## src/rtl/mm_pkg.sv

```systemverilog
// Shared definitions for the matrix-multiply tile path: sequencer states,
// default datapath sizes and the tile RAM address width helper.
package mm_pkg;

  localparam int DEFAULT_DW   = 8;
  localparam int DEFAULT_TILE = 4;

  typedef enum logic [2:0] {
    ST_IDLE,
    ST_CLR,
    ST_RUN,
    ST_WRITE,
    ST_DONE
  } tile_state_e;

  function automatic int tile_aw(input int tile);
    return $clog2(tile * tile);
  endfunction

endpackage

```

## src/rtl/tile_idx_counter.sv

```systemverilog
// Nested i/j/k index counters for one tile: k walks the dot product, j and i
// walk the output element in row-major order.
module tile_idx_counter #(
  parameter int TILE = 4,
  parameter int CW   = $clog2(TILE)
) (
  input  logic          clk,
  input  logic          rst,
  input  logic          clear,
  input  logic          k_inc,
  input  logic          ij_inc,
  output logic [CW-1:0] i,
  output logic [CW-1:0] j,
  output logic [CW-1:0] k,
  output logic          k_last,
  output logic          j_last,
  output logic          ij_last
);

  localparam logic [CW-1:0] LAST = CW'(TILE - 1);

  logic i_last;

  assign k_last  = (k == LAST);
  assign j_last  = (j == LAST);
  assign i_last  = (i == LAST);
  assign ij_last = i_last && j_last;

  // k saturates at its last value so the final address stays on the bus;
  // moving to the next element always restarts the dot product at k=0.
  always_ff @(posedge clk) begin
    if (rst || clear) begin
      i <= '0;
      j <= '0;
      k <= '0;
    end else if (ij_inc) begin
      k <= '0;
      if (j_last) begin
        j <= '0;
        i <= i_last ? '0 : i + CW'(1);
      end else begin
        j <= j + CW'(1);
      end
    end else if (k_inc && !k_last) begin
      k <= k + CW'(1);
    end
  end

endmodule

```

## src/rtl/mac_tile_seq.sv

```systemverilog
// Sequences an external MAC through one TILE x TILE product C = A*B, reading
// the A/B tile RAMs and writing C elements in row-major order.
module mac_tile_seq
  import mm_pkg::*;
#(
  parameter int TILE = DEFAULT_TILE,
  parameter int DW   = DEFAULT_DW,
  parameter int AW   = tile_aw(TILE)
) (
  input  logic          clk,
  input  logic          rst,
  input  logic          start,
  output logic          busy,
  output logic          done,
  output logic [AW-1:0] a_addr,
  input  logic [DW-1:0] a_data,
  output logic [AW-1:0] b_addr,
  input  logic [DW-1:0] b_data,
  output logic [DW-1:0] mac_a,
  output logic [DW-1:0] mac_b,
  output logic          mac_enable,
  output logic          reset_acc,
  input  logic [DW-1:0] mac_acc,
  output logic          c_we,
  output logic [AW-1:0] c_addr,
  output logic [DW-1:0] c_data
);

  localparam int CW = $clog2(TILE);

  tile_state_e   state, state_next;
  logic          run_last;
  logic          cnt_clear, k_inc, ij_inc;
  logic [CW-1:0] i, j, k;
  logic          k_last, j_last, ij_last;
  logic [AW-1:0] i_ext, j_ext, k_ext, row_base;

  tile_idx_counter #(
    .TILE (TILE),
    .CW   (CW)
  ) u_idx (
    .clk     (clk),
    .rst     (rst),
    .clear   (cnt_clear),
    .k_inc   (k_inc),
    .ij_inc  (ij_inc),
    .i       (i),
    .j       (j),
    .k       (k),
    .k_last  (k_last),
    .j_last  (j_last),
    .ij_last (ij_last)
  );

  assign i_ext    = AW'(i);
  assign j_ext    = AW'(j);
  assign k_ext    = AW'(k);
  assign row_base = i_ext * AW'(TILE);

  // k holds at its last value for the final two RUN cycles, so run_last
  // marks the second of them, i.e. the cycle consuming the last operand pair.
  always_ff @(posedge clk) begin
    if (rst) begin
      state    <= ST_IDLE;
      run_last <= 1'b0;
    end else begin
      state    <= state_next;
      run_last <= (state == ST_RUN) && k_last;
    end
  end

  always_comb begin
    state_next = state;
    cnt_clear  = 1'b0;
    k_inc      = 1'b0;
    ij_inc     = 1'b0;
    busy       = 1'b0;
    done       = 1'b0;
    reset_acc  = 1'b0;
    mac_enable = 1'b0;
    c_we       = 1'b0;
    c_addr     = '0;
    c_data     = '0;
    a_addr     = '0;
    b_addr     = '0;
    mac_a      = '0;
    mac_b      = '0;

    if (state != ST_IDLE) begin
      busy   = 1'b1;
      a_addr = row_base + k_ext;
      b_addr = k_ext * AW'(TILE) + j_ext;
      mac_a  = a_data;
      mac_b  = b_data;
    end

    case (state)
      ST_IDLE: begin
        if (start) begin
          cnt_clear  = 1'b1;
          state_next = ST_CLR;
        end
      end
      ST_CLR: begin
        reset_acc  = 1'b1;
        k_inc      = 1'b1;
        state_next = ST_RUN;
      end
      ST_RUN: begin
        mac_enable = 1'b1;
        k_inc      = 1'b1;
        if (run_last) state_next = ST_WRITE;
      end
      ST_WRITE: begin
        c_we       = 1'b1;
        c_addr     = row_base + j_ext;
        c_data     = mac_acc;
        ij_inc     = 1'b1;
        state_next = (j_last && ij_last) ? ST_DONE : ST_CLR;
      end
      ST_DONE: begin
        done       = 1'b1;
        state_next = ST_IDLE;
      end
      default: state_next = ST_IDLE;
    endcase
  end

endmodule

```

## config.mk

```make
export PLATFORM = sky130hd
export DESIGN_NAME = mac_tile_seq
export DESIGN_NICKNAME = d
export VERILOG_FILES = /design/src/rtl/mm_pkg.sv /design/src/rtl/tile_idx_counter.sv /design/src/rtl/mac_tile_seq.sv
export SDC_FILE = /design/constraint.sdc
export NUM_CORES = 1
export LEC_CHECK = 0
export BUFFER_PORTS_ARGS = -buffer_cell sky130_fd_sc_hd__buf_2
export CAP_MARGIN = 20
export CORE_MARGIN = 5
export CORE_UTILIZATION = 39
export DETAILED_ROUTE_END_ITERATION = 16
export GPL_TIMING_DRIVEN = 0
export PLACE_DENSITY_LB_ADDON = 0.25
export SETUP_SLACK_MARGIN = 0.02
export SYNTH_ARGS = -nofsm -noshare
export SYNTH_HDL_FRONTEND = slang
export SYNTH_SLANG_ARGS = --single-unit
```

## constraint.sdc

```tcl
create_clock -name clk -period 2.3 [get_ports clk]
set_input_delay 0.115 -clock clk [delete_from_list [all_inputs] [get_ports clk]]
set_output_delay 0.115 -clock clk [all_outputs]
set_load 0.005 [all_outputs]
```

==> summary.txt <==
STA
  • Rel. slew slack: 75.3%
  • TNS Setup: 0 ps
  • Worst Hold Margin: 70.6 ps
  • Fin. Hold Viols: 0
  • Min Tclk post-route: 1890 ps
  • Fin. max-slew vios: 0
  • Unrepaired setup endpoints after global routing: no
  • Worst-margin pin slew: 371 ps
  • Final period utilization: 82.3%
  • Setup Viol. Count Final: 0
  • Clock Skew: 7.05 ps
  • Fmax: 528 MHz
  • Final setup margin: 407 ps

Final layout
  • Share of cells above drive strength 1: 49.4%
  • Nets: 195
  • Final core utilization: 65.1%
  • FILL cells: 180
  • Layout area overhead: 54.0%
  • Diodes inserted: 0
  • Register area: 200 um^2
  • Area taken by multi-input logic gates: 490 um^2

Synthesis
  • Mapped Cells: 93
  • Post-synth EDFFs: 0
  • Seq cells post-synth: 10
  • Most frequent cell after synthesis: nor2b_1
  • Synthesized area per cell: 8.02 um^2
  • Synth warnings: 0
  • Yosys cell types: 29
  • Yosys top cell by area: dfxtp_1
  • Async SR Flop Fraction: 0%
  • Main synth FF type: dfxtp_1
  • Yosys top cell area share: 26.8%
  • Synthesized area: 746 um^2
  • Syn nets: 123
  • Seq/Total Area, Yosys: 26.8%
  • Largest cells by area after synthesis: dfxtp_1 (27%), nor2b_1 (18%), and2_1 (10%)
  • Post-synth top cells: nor2b_1 (22), and2_1 (12), dfxtp_1 (10)

Route
  • Drc violations: 0
  • Number of DRC markers in iteration 0: 6
  • Wire per inst: 11.7 um
  • WL final: 2220 um
  • DR pass1 iterations: 2
  • Final ANT Viol Nets: 0
  • Vias per cell: 4.60
  • Vias: 869

Global routing
  • Antenna violations before repair: 0
  • Vias in the first global route: 751
  • Largest net degree at the start of global routing: 11
  • Grt ovf: 0
  • GRT Total Usage: 15.1%
  • First-pass GRT wire length: 3290 um

Floorplanning
  • Die Ht: 53.7 um
  • Io pins: 68
  • Core ar.: 1760 um^2
  • Full die area: 2890 um^2
  • Cell Rows: 15
  • Die X: 53.7 um
  • Initial Util: 42.3%

Power
  • Pwr/cell area: 444 nW/um^2
  • VDD IR max: 0.454 mV
  • Pleak: 0.636 nW
  • Power Total: 510 uW

Clock network
  • TritonCTS clock tree: yes
  • CTS buffer count: 3
  • Worst-Skew Late Latency: 280 ps
  • CTS Buffer Depth: 2
  • Root buffer cell: clkbuf_4
  • Post-CTS Setup Bufs: 0
  • CTS-repair resized insts: 0
  • H-tree levels: 1
  • Sink Count: 10
  • Hold_buf cts: 0
  • Worst-path clk slew: 80 ps

Hold path
  • Hold path depth: 2
  • HP Start: rst
  • HP Class: in2reg
  • Hold Crit Endpoint: state[2]

Critical path
  • Worst Setup Path Type: reg2out
  • R2R Path Start: u_idx.j[0]
  • Worst R2R End: u_idx.i[0]
  • CP arrival: 1780 ps
  • R2R cell count: 4
  • CP required: 2180 ps
  • Critical path fanouts, max: 10
  • Worst R2R Setup Slack: 950 ps
  • Startpoint types: register
  • CP Capture Type: output pin

Run
  • Maxcap violations: 0

Place
  • Dpl hpwl: 1890 um
  • IO Port Bufs: 67
  • Pre-CTS setup slack: 671 ps
  • RePlAce Congestion: 0.738

Status
  • Status: completed
worst max path at each step:
| stage | from | end | cells past startpoint |
|---|---|---|---|
| 2_1_floorplan | state[0] | b_addr[3] | 5 |
| 3_3_place_gp | state[0] | b_addr[2] | 6 |
| 3_5_place_dp | state[0] | b_addr[2] | 6 |
| 4_1_cts | state[0] | b_addr[2] | 6 |
| 5_1_grt | state[0] | b_addr[2] | 6 |
| 6_report | state[0] | b_addr[2] | 6 |
kinds of logic after synthesis:
kind of cell	share of synthesized area (%)
adders and majority gates	5.03
xor gates and xnor gates	2.18
AOI/OAI and AO/OA	8.05
DFF	26.8
and+or+nand+nor	50.5
buffers and inverters	7.38
state kept, by name (all words and copies together) (netlist names):
name,flops
state,3
u_idx.k,2
u_idx.j,2
u_idx.i,2
run_last,1
metal layers:
layer	GRT usage, %	routed length (um)	vias to the layer above
met5	0	0	-
met4	5.11	29	0
met3	4.99	367	2
met2	26.6	949	46
met1	16.7	868	369
li1	-	-	452
cell usage in the layout (no fill, tap or decap):
cell | netlist | layout
buf_2 | 2 | 69
nor2b_1 | 22 | 22
and2_1 | 12 | 12
dfxtp_1 | 10 | 10
a21oi_1 | 6 | 6
nand2_1 | 6 | 6
clkbuf_1 | 3 | 3
nor3b_1 | 3 | 3
or3_1 | 3 | 3
ha_1 | 3 | 3
clkbuf_4 | 0 | 3
nand3_1 | 2 | 2
o31ai_1 | 2 | 2
nor3_1 | 2 | 2
buf_4 | 2 | 2
buf_6 | 1 | 1
nand3b_2 | 1 | 1
inv_2 | 1 | 1
nor3_2 | 1 | 1
inv_1 | 1 | 1
o211ai_1 | 1 | 1
or3b_1 | 1 | 1
a211oi_1 | 1 | 1
xnor2_2 | 1 | 1
or4_1 | 1 | 1
nor4b_1 | 1 | 1
or4b_1 | 1 | 1
or2_2 | 1 | 1
nand4b_1 | 1 | 1
and3b_1 | 1 | 1
clkbuf_8 | 0 | 1
stage by stage:
step | cell area [um^2] | instances
after floorplan | 746 | 93
after global placement | 1110 | 185
after detailed placement | 1110 | 185
after CTS | 1150 | 189
after global routing | 1150 | 189
final | 1150 | 189
critical path, cell delays in order, from the launching register on:
cell and delay, ps:
dfxtp_1 330, buf_2 180, nor3_2 270, clkbuf_1 360, nor2b_1 110, buf_4 140, buf_2 120
area by class of cell:
type                       instances  share of cell area [%]
sequential                        10                    17.4
inverter                           2                   0.654
buffer                             8                    4.14
timing repair buffer              67                    29.2
clock buffer                       4                    3.16
tap                               25                    2.72
multi-input combinational         73                    42.7
power by group:
group	internal, mW	switching (mW)
clock	0.0963	0.0711
combinational	0.0811	0.0772
sequential	0.180	0.00482
Note: power is estimated with default switching activity, not from simulation.
